File: src/rtl/osc_window_controller.sv
// osc_window_controller: gates the oscillator counter window, samples its count and steps the DAC code to lock
module osc_window_controller #(
    parameter int CNT_W         = 8,
    parameter int CODE_W        = 6,
    parameter int WINDOW_CYCLES = 200,
    parameter int CLEAR_CYCLES  = 4,
    parameter int SETTLE_CYCLES = 4,
    parameter int LOCK_COUNT    = 3
) (
    input  logic              i_clk,
    input  logic              i_rst,
    input  logic              i_en,
    input  logic [CNT_W-1:0]  i_target,
    input  logic [3:0]        i_tol,
    input  logic [CNT_W-1:0]  i_counter,
    output logic              o_count_done,
    output logic [CODE_W-1:0] o_ctrl_code,
    output logic [CNT_W-1:0]  o_sample,
    output logic              o_sample_valid,
    output logic              o_locked
);
    localparam int LW = $clog2(LOCK_COUNT + 1);

    typedef enum logic [2:0] {IDLE, CLEAR, COUNT, SETTLE, EVAL} state_t;

    state_t              r_state;
    logic [15:0]         r_cnt;
    logic [CNT_W-1:0]    r_sync1, r_sync2;
    logic [CNT_W-1:0]    r_sample;
    logic [CODE_W-1:0]   r_code;
    logic [LW-1:0]       r_lock_cnt;
    logic                r_count_done, r_valid, r_locked;

    logic [15:0]         w_lim;
    logic                w_last, w_hi, w_lo, w_code_max, w_code_min;
    logic signed [CNT_W:0] w_err, w_tol;
    logic [LW-1:0]       w_lock_nxt;

    always_comb begin
        w_lim      = (r_state == CLEAR) ? 16'(CLEAR_CYCLES - 1) :
                     (r_state == COUNT) ? 16'(WINDOW_CYCLES - 1) : 16'(SETTLE_CYCLES - 1);
        w_last     = r_cnt == w_lim;
        w_err      = $signed({1'b0, r_sync2}) - $signed({1'b0, i_target});
        w_tol      = $signed({{(CNT_W - 3){1'b0}}, i_tol});
        w_hi       = w_err > w_tol;
        w_lo       = w_err < -w_tol;
        w_code_max = &r_code;
        w_code_min = ~|r_code;
        w_lock_nxt = (r_lock_cnt == LW'(LOCK_COUNT)) ? r_lock_cnt : r_lock_cnt + 1'b1;
    end

    // COUNTER is only consumed in EVAL, after the window has been frozen for SETTLE_CYCLES
    always_ff @(posedge i_clk) begin
        if (i_rst) begin
            r_state      <= IDLE;
            r_cnt        <= '0;
            r_sync1      <= '0;
            r_sync2      <= '0;
            r_sample     <= '0;
            r_code       <= CODE_W'(1) << (CODE_W - 1);
            r_lock_cnt   <= '0;
            r_count_done <= 1'b1;
            r_valid      <= 1'b0;
            r_locked     <= 1'b0;
        end else begin
            r_sync1 <= i_counter;
            r_sync2 <= r_sync1;
            r_valid <= 1'b0;
            if (!i_en && r_state != IDLE && r_state != EVAL) begin
                r_state      <= IDLE;
                r_count_done <= 1'b1;
                r_lock_cnt   <= '0;
                r_locked     <= 1'b0;
            end else begin
                case (r_state)
                    IDLE: begin
                        r_state <= i_en ? CLEAR : IDLE;
                        r_cnt   <= '0;
                    end
                    CLEAR: begin
                        r_cnt <= w_last ? 16'd0 : r_cnt + 16'd1;
                        if (w_last) begin
                            r_state      <= COUNT;
                            r_count_done <= 1'b0;
                        end
                    end
                    COUNT: begin
                        r_cnt <= w_last ? 16'd0 : r_cnt + 16'd1;
                        if (w_last) begin
                            r_state      <= SETTLE;
                            r_count_done <= 1'b1;
                        end
                    end
                    SETTLE: begin
                        r_cnt <= w_last ? 16'd0 : r_cnt + 16'd1;
                        if (w_last)
                            r_state <= EVAL;
                    end
                    EVAL: begin
                        r_state  <= i_en ? CLEAR : IDLE;
                        r_cnt    <= '0;
                        r_sample <= r_sync2;
                        r_valid  <= 1'b1;
                        if (w_hi || w_lo) begin
                            r_code     <= (w_hi && !w_code_min) ? r_code - 1'b1 :
                                          (w_lo && !w_code_max) ? r_code + 1'b1 : r_code;
                            r_lock_cnt <= '0;
                            r_locked   <= 1'b0;
                        end else begin
                            r_lock_cnt <= w_lock_nxt;
                            r_locked   <= w_lock_nxt == LW'(LOCK_COUNT);
                        end
                    end
                    default: begin
                        r_state      <= IDLE;
                        r_count_done <= 1'b1;
                    end
                endcase
            end
        end
    end

    assign o_count_done   = r_count_done;
    assign o_ctrl_code    = r_code;
    assign o_sample       = r_sample;
    assign o_sample_valid = r_valid;
    assign o_locked       = r_locked;
endmodule

File: config.mk
export PLATFORM = sky130hd
export DESIGN_NAME = osc_window_controller
export DESIGN_NICKNAME = d
export VERILOG_FILES = /design/src/rtl/osc_window_controller.sv
export SDC_FILE = /design/constraint.sdc
export NUM_CORES = 1
export LEC_CHECK = 0
export ABC_CLOCK_PERIOD_IN_PS = 8500
export BUFFER_PORTS_ARGS = -buffer_cell sky130_fd_sc_hd__clkbuf_2
export CORE_UTILIZATION = 29
export DETAILED_ROUTE_END_ITERATION = 16
export GPL_TIMING_DRIVEN = 0
export PLACE_DENSITY_LB_ADDON = 0.12
export SLEW_MARGIN = 10
export SYNTH_ARGS = -nofsm -noshare
export SYNTH_HDL_FRONTEND = slang
export SYNTH_SLANG_ARGS = --single-unit
File: constraint.sdc
create_clock -name i_clk -period 8.5 [get_ports i_clk]
set_input_delay 1.7 -clock i_clk [delete_from_list [all_inputs] [get_ports i_clk]]
set_output_delay 1.7 -clock i_clk [all_outputs]
set_load 0.005 [all_outputs]
==> results.cfg <==
[run_status]
status = finished, final reports clean

[power]
p_leak_nw = 1.47
powerDensity_nw_per_um2 = 138
ir_drop_v = 0.0000706
power_w = 0.000472

[job]
max_cap_violations = 0

[floorplanning]
std_cell_rows = 36
die_width_um = 103
pin_count = 40
dieArea_um2 = 10700
core_um2 = 9860
start_util = 0.302
die_h_um = 103

[critical_path]
cp-startpoint = i_target[2]
endpoint = o_ctrl_code[4]
required_ns = 8.71
cp.arrival_ns = 5.56
r2r_slack_ns = 4.32
r2r-end = o_ctrl_code[4]
crit_type = input pin to flop
r2r_cells = 17
r2r-start = r_sync2[2]
cp-start-kind = input pin
cp-end-kind = flop
crit_fanout = 8

[finish]
final_nets = 447
final_util = 0.347
fillers = 1038
diodes = 0
design_area_um2 = 3420
drive_gt1_frac = 0.146
area_growth_pct = 14.7

[logic_synthesis]
ys_types = 49
synth_nets = 402
seq_area_frac_synth = 0.363
synthArstFlopShare = 0
synth-seq-cells = 54
yosysWarnings = 0
synth_edf_count = 0
synthFlopType = dfxtp_1
syn_avg_cell_area_um2 = 8.45
syn_area_um2 = 2980
syn_inst = 353

[timing]
setup_violations = 0
max_freq_mhz = 187
setup-tns-final_ns = 0
worst_pin_slew_ns = 0.820
fin_ws_ns = 3.15
min_period_ns = 5.35
hold_viol_final = 0
fin_crit_sh = 0.630
final.setup_skew_ns = 0.0127
rsz0062_at_grt = false
finalMaxSlewViolations = 0
relSlewSlack = 0.450

[global_route]
top_usage_layer = met2
first_global_vias = 2291
grt_use_met1 = 0.171
grt_util_all_layers = 0.127
grt_pass1_wl_mm = 10.6
grt_max_degree = 17
grt_util_met2 = 0.209
grt-ovfl-total = 0
gr-usage-met3 = 0.0222
antenna_found_initial = 0

[drt]
vias_per_cell = 4.65
wl_per_cell_um = 12.3
route.vias.total = 2470
drc = 0
ant_nets = 0
wl_mm = 6.51
first_iter_violations = 89
drtPass1Iterations = 4

[worst_hold_path]
hp-class = flop to flop

[clocking]
tritoncts = done
postCtsSetupBuffers = 0
clock-sinks = 54
cts_hold_buf = 0
cts.path.max_buffers = 2
cts_resized = 0
path_clk_slew_ns = 0.10
cts_buffers = 5
root_buffer = clkbuf_8
htree_levels = 2
clk_latency_ns = 0.30

[placed_design]
dpl.hpwl_mm = 5.04
place_ws_ns = 2.83
postPlaceCellArea_um2 = 3340
place.gp.congestion = 0.736
port_buffers = 38
==> final cells by class <==
type                       count  area (um^2)  share of cell area
multi-input combinational    270         1790               0.524
sequential                    54         1080               0.316
timing repair buffer          38          190              0.0556
tap                          133          166              0.0486
inverter                      20         75.1              0.0219
clock buffer                   5         68.8              0.0201
buffer                         9         33.8             0.00988
clock inverter                 2         13.8             0.00402
==> worst min-delay path by stage <==
stage | start | to | slack (ns) | cells after the start
detailed placement | r_sync1[0] | r_sync2[0] | 0.42 | 1
CTS | r_sync1[7] | r_sync2[7] | 0.45 | 1
floorplan | r_sync1[0] | r_sync2[0] | 0.41 | 1
global route | r_sync1[2] | r_sync2[2] | 0.47 | 1
finish | r_sync1[0] | r_sync2[0] | 0.44 | 1
global placement | r_sync1[0] | r_sync2[0] | 0.42 | 1
==> metrics by stage <==
stage	hold slack, ns	instances
4_1_cts	0.448	531
3_3_place_gp	0.417	524
6_report	0.445	531
2_1_floorplan	0.414	353
3_5_place_dp	0.424	524
5_1_grt	0.466	531
==> per-layer routing <==
| metal | share of wire | wire length [um] |
|---|---|---|
| met2 | 0.45 | 2900 |
| met5 | 0 | 0 |
| met1 | 0.53 | 3420 |
| met3 | 0.023 | 152 |
| met4 | 0.0048 | 31 |
==> cell usage in the layout (no fill, tap or decap), types with 5 or more instances in the layout <==
cell       n
a21oi_1   26
nand2b_1   7
clkbuf_2  38
xor2_1    13
clkbuf_1   9
dfxtp_1   54
ha_1      25
nand3_1    7
and3_1     8
clkbuf_8   5
nor4_1     5
inv_1     20
xnor2_1    6
nand4_1    6
nor2b_1   22
nor2_1    42
nand2_1   36
o21ai_0   10
==> synthesized netlist by cell type (all sizes together) (4+ instances only) <==
| library cell | n | share of area |
|---|---|---|
| nand2b | 7 | 0.015 |
| nor4 | 5 | 0.010 |
| dfxtp | 54 | 0.36 |
| nand3 | 7 | 0.012 |
| ha | 25 | 0.10 |
| nand2 | 36 | 0.045 |
| o21ai | 10 | 0.017 |
| and3 | 9 | 0.019 |
| nor3 | 4 | 0.0067 |
| xnor2 | 6 | 0.018 |
| inv | 20 | 0.025 |
| nand3b | 4 | 0.010 |
| nor3b | 4 | 0.010 |
| a211oi | 4 | 0.010 |
| nor2b | 22 | 0.046 |
| mux2 | 4 | 0.018 |
| nand4 | 6 | 0.013 |
| xor2 | 13 | 0.038 |
| a21oi | 26 | 0.044 |
| clkbuf | 9 | 0.011 |
| nor2 | 42 | 0.053 |
==> critical path: stages <==
cell and delay, ns:
clkbuf_2 0.08, inv_1 0.03, ha_1 0.34, a21oi_1 0.28, nand2_1 0.11, xor2_1 0.22, ha_1 0.30, a21oi_1 0.14
o21ai_0 0.09, a2111o_1 0.43, o21bai_4 0.26, nor2_1 0.14, mux2_2 0.31, ha_1 0.21, nor2_1 0.17, nor4b_1 0.27
mux2_4 0.21, a21oi_1 0.07, a31o_1 0.20
==> flip-flops by register name (all words and copies together), names as in the netlist <==
register and flops:
r_lock_cnt 2, r_state 3, r_cnt 16, o_count_done 1, r_sync2 8, o_ctrl_code 6
o_sample_valid 1, o_sample 8, o_locked 1, r_sync1 8
==> cell families after synthesis <==
logic type / Yosys count / share of synthesized area
adders and majority gates: 26 / 0.112
DFF: 54 / 0.363
and+or+nand+nor: 157 / 0.269
muxes: 6 / 0.0243
xor gates and xnor gates: 19 / 0.0558
buffers and inverters: 29 / 0.0365
AOI/OAI and AO/OA: 62 / 0.140
==> power breakdown <==
part	leakage (nW)	switching, W	internal [W]
Combinational	0.984	0.0000410	0.0000321
Clock	0.0444	0.0000828	0.0000572
Sequential	0.439	0.00000211	0.000257
Total	1.47	0.000126	0.000346
Power figures use the tool's default switching activity.
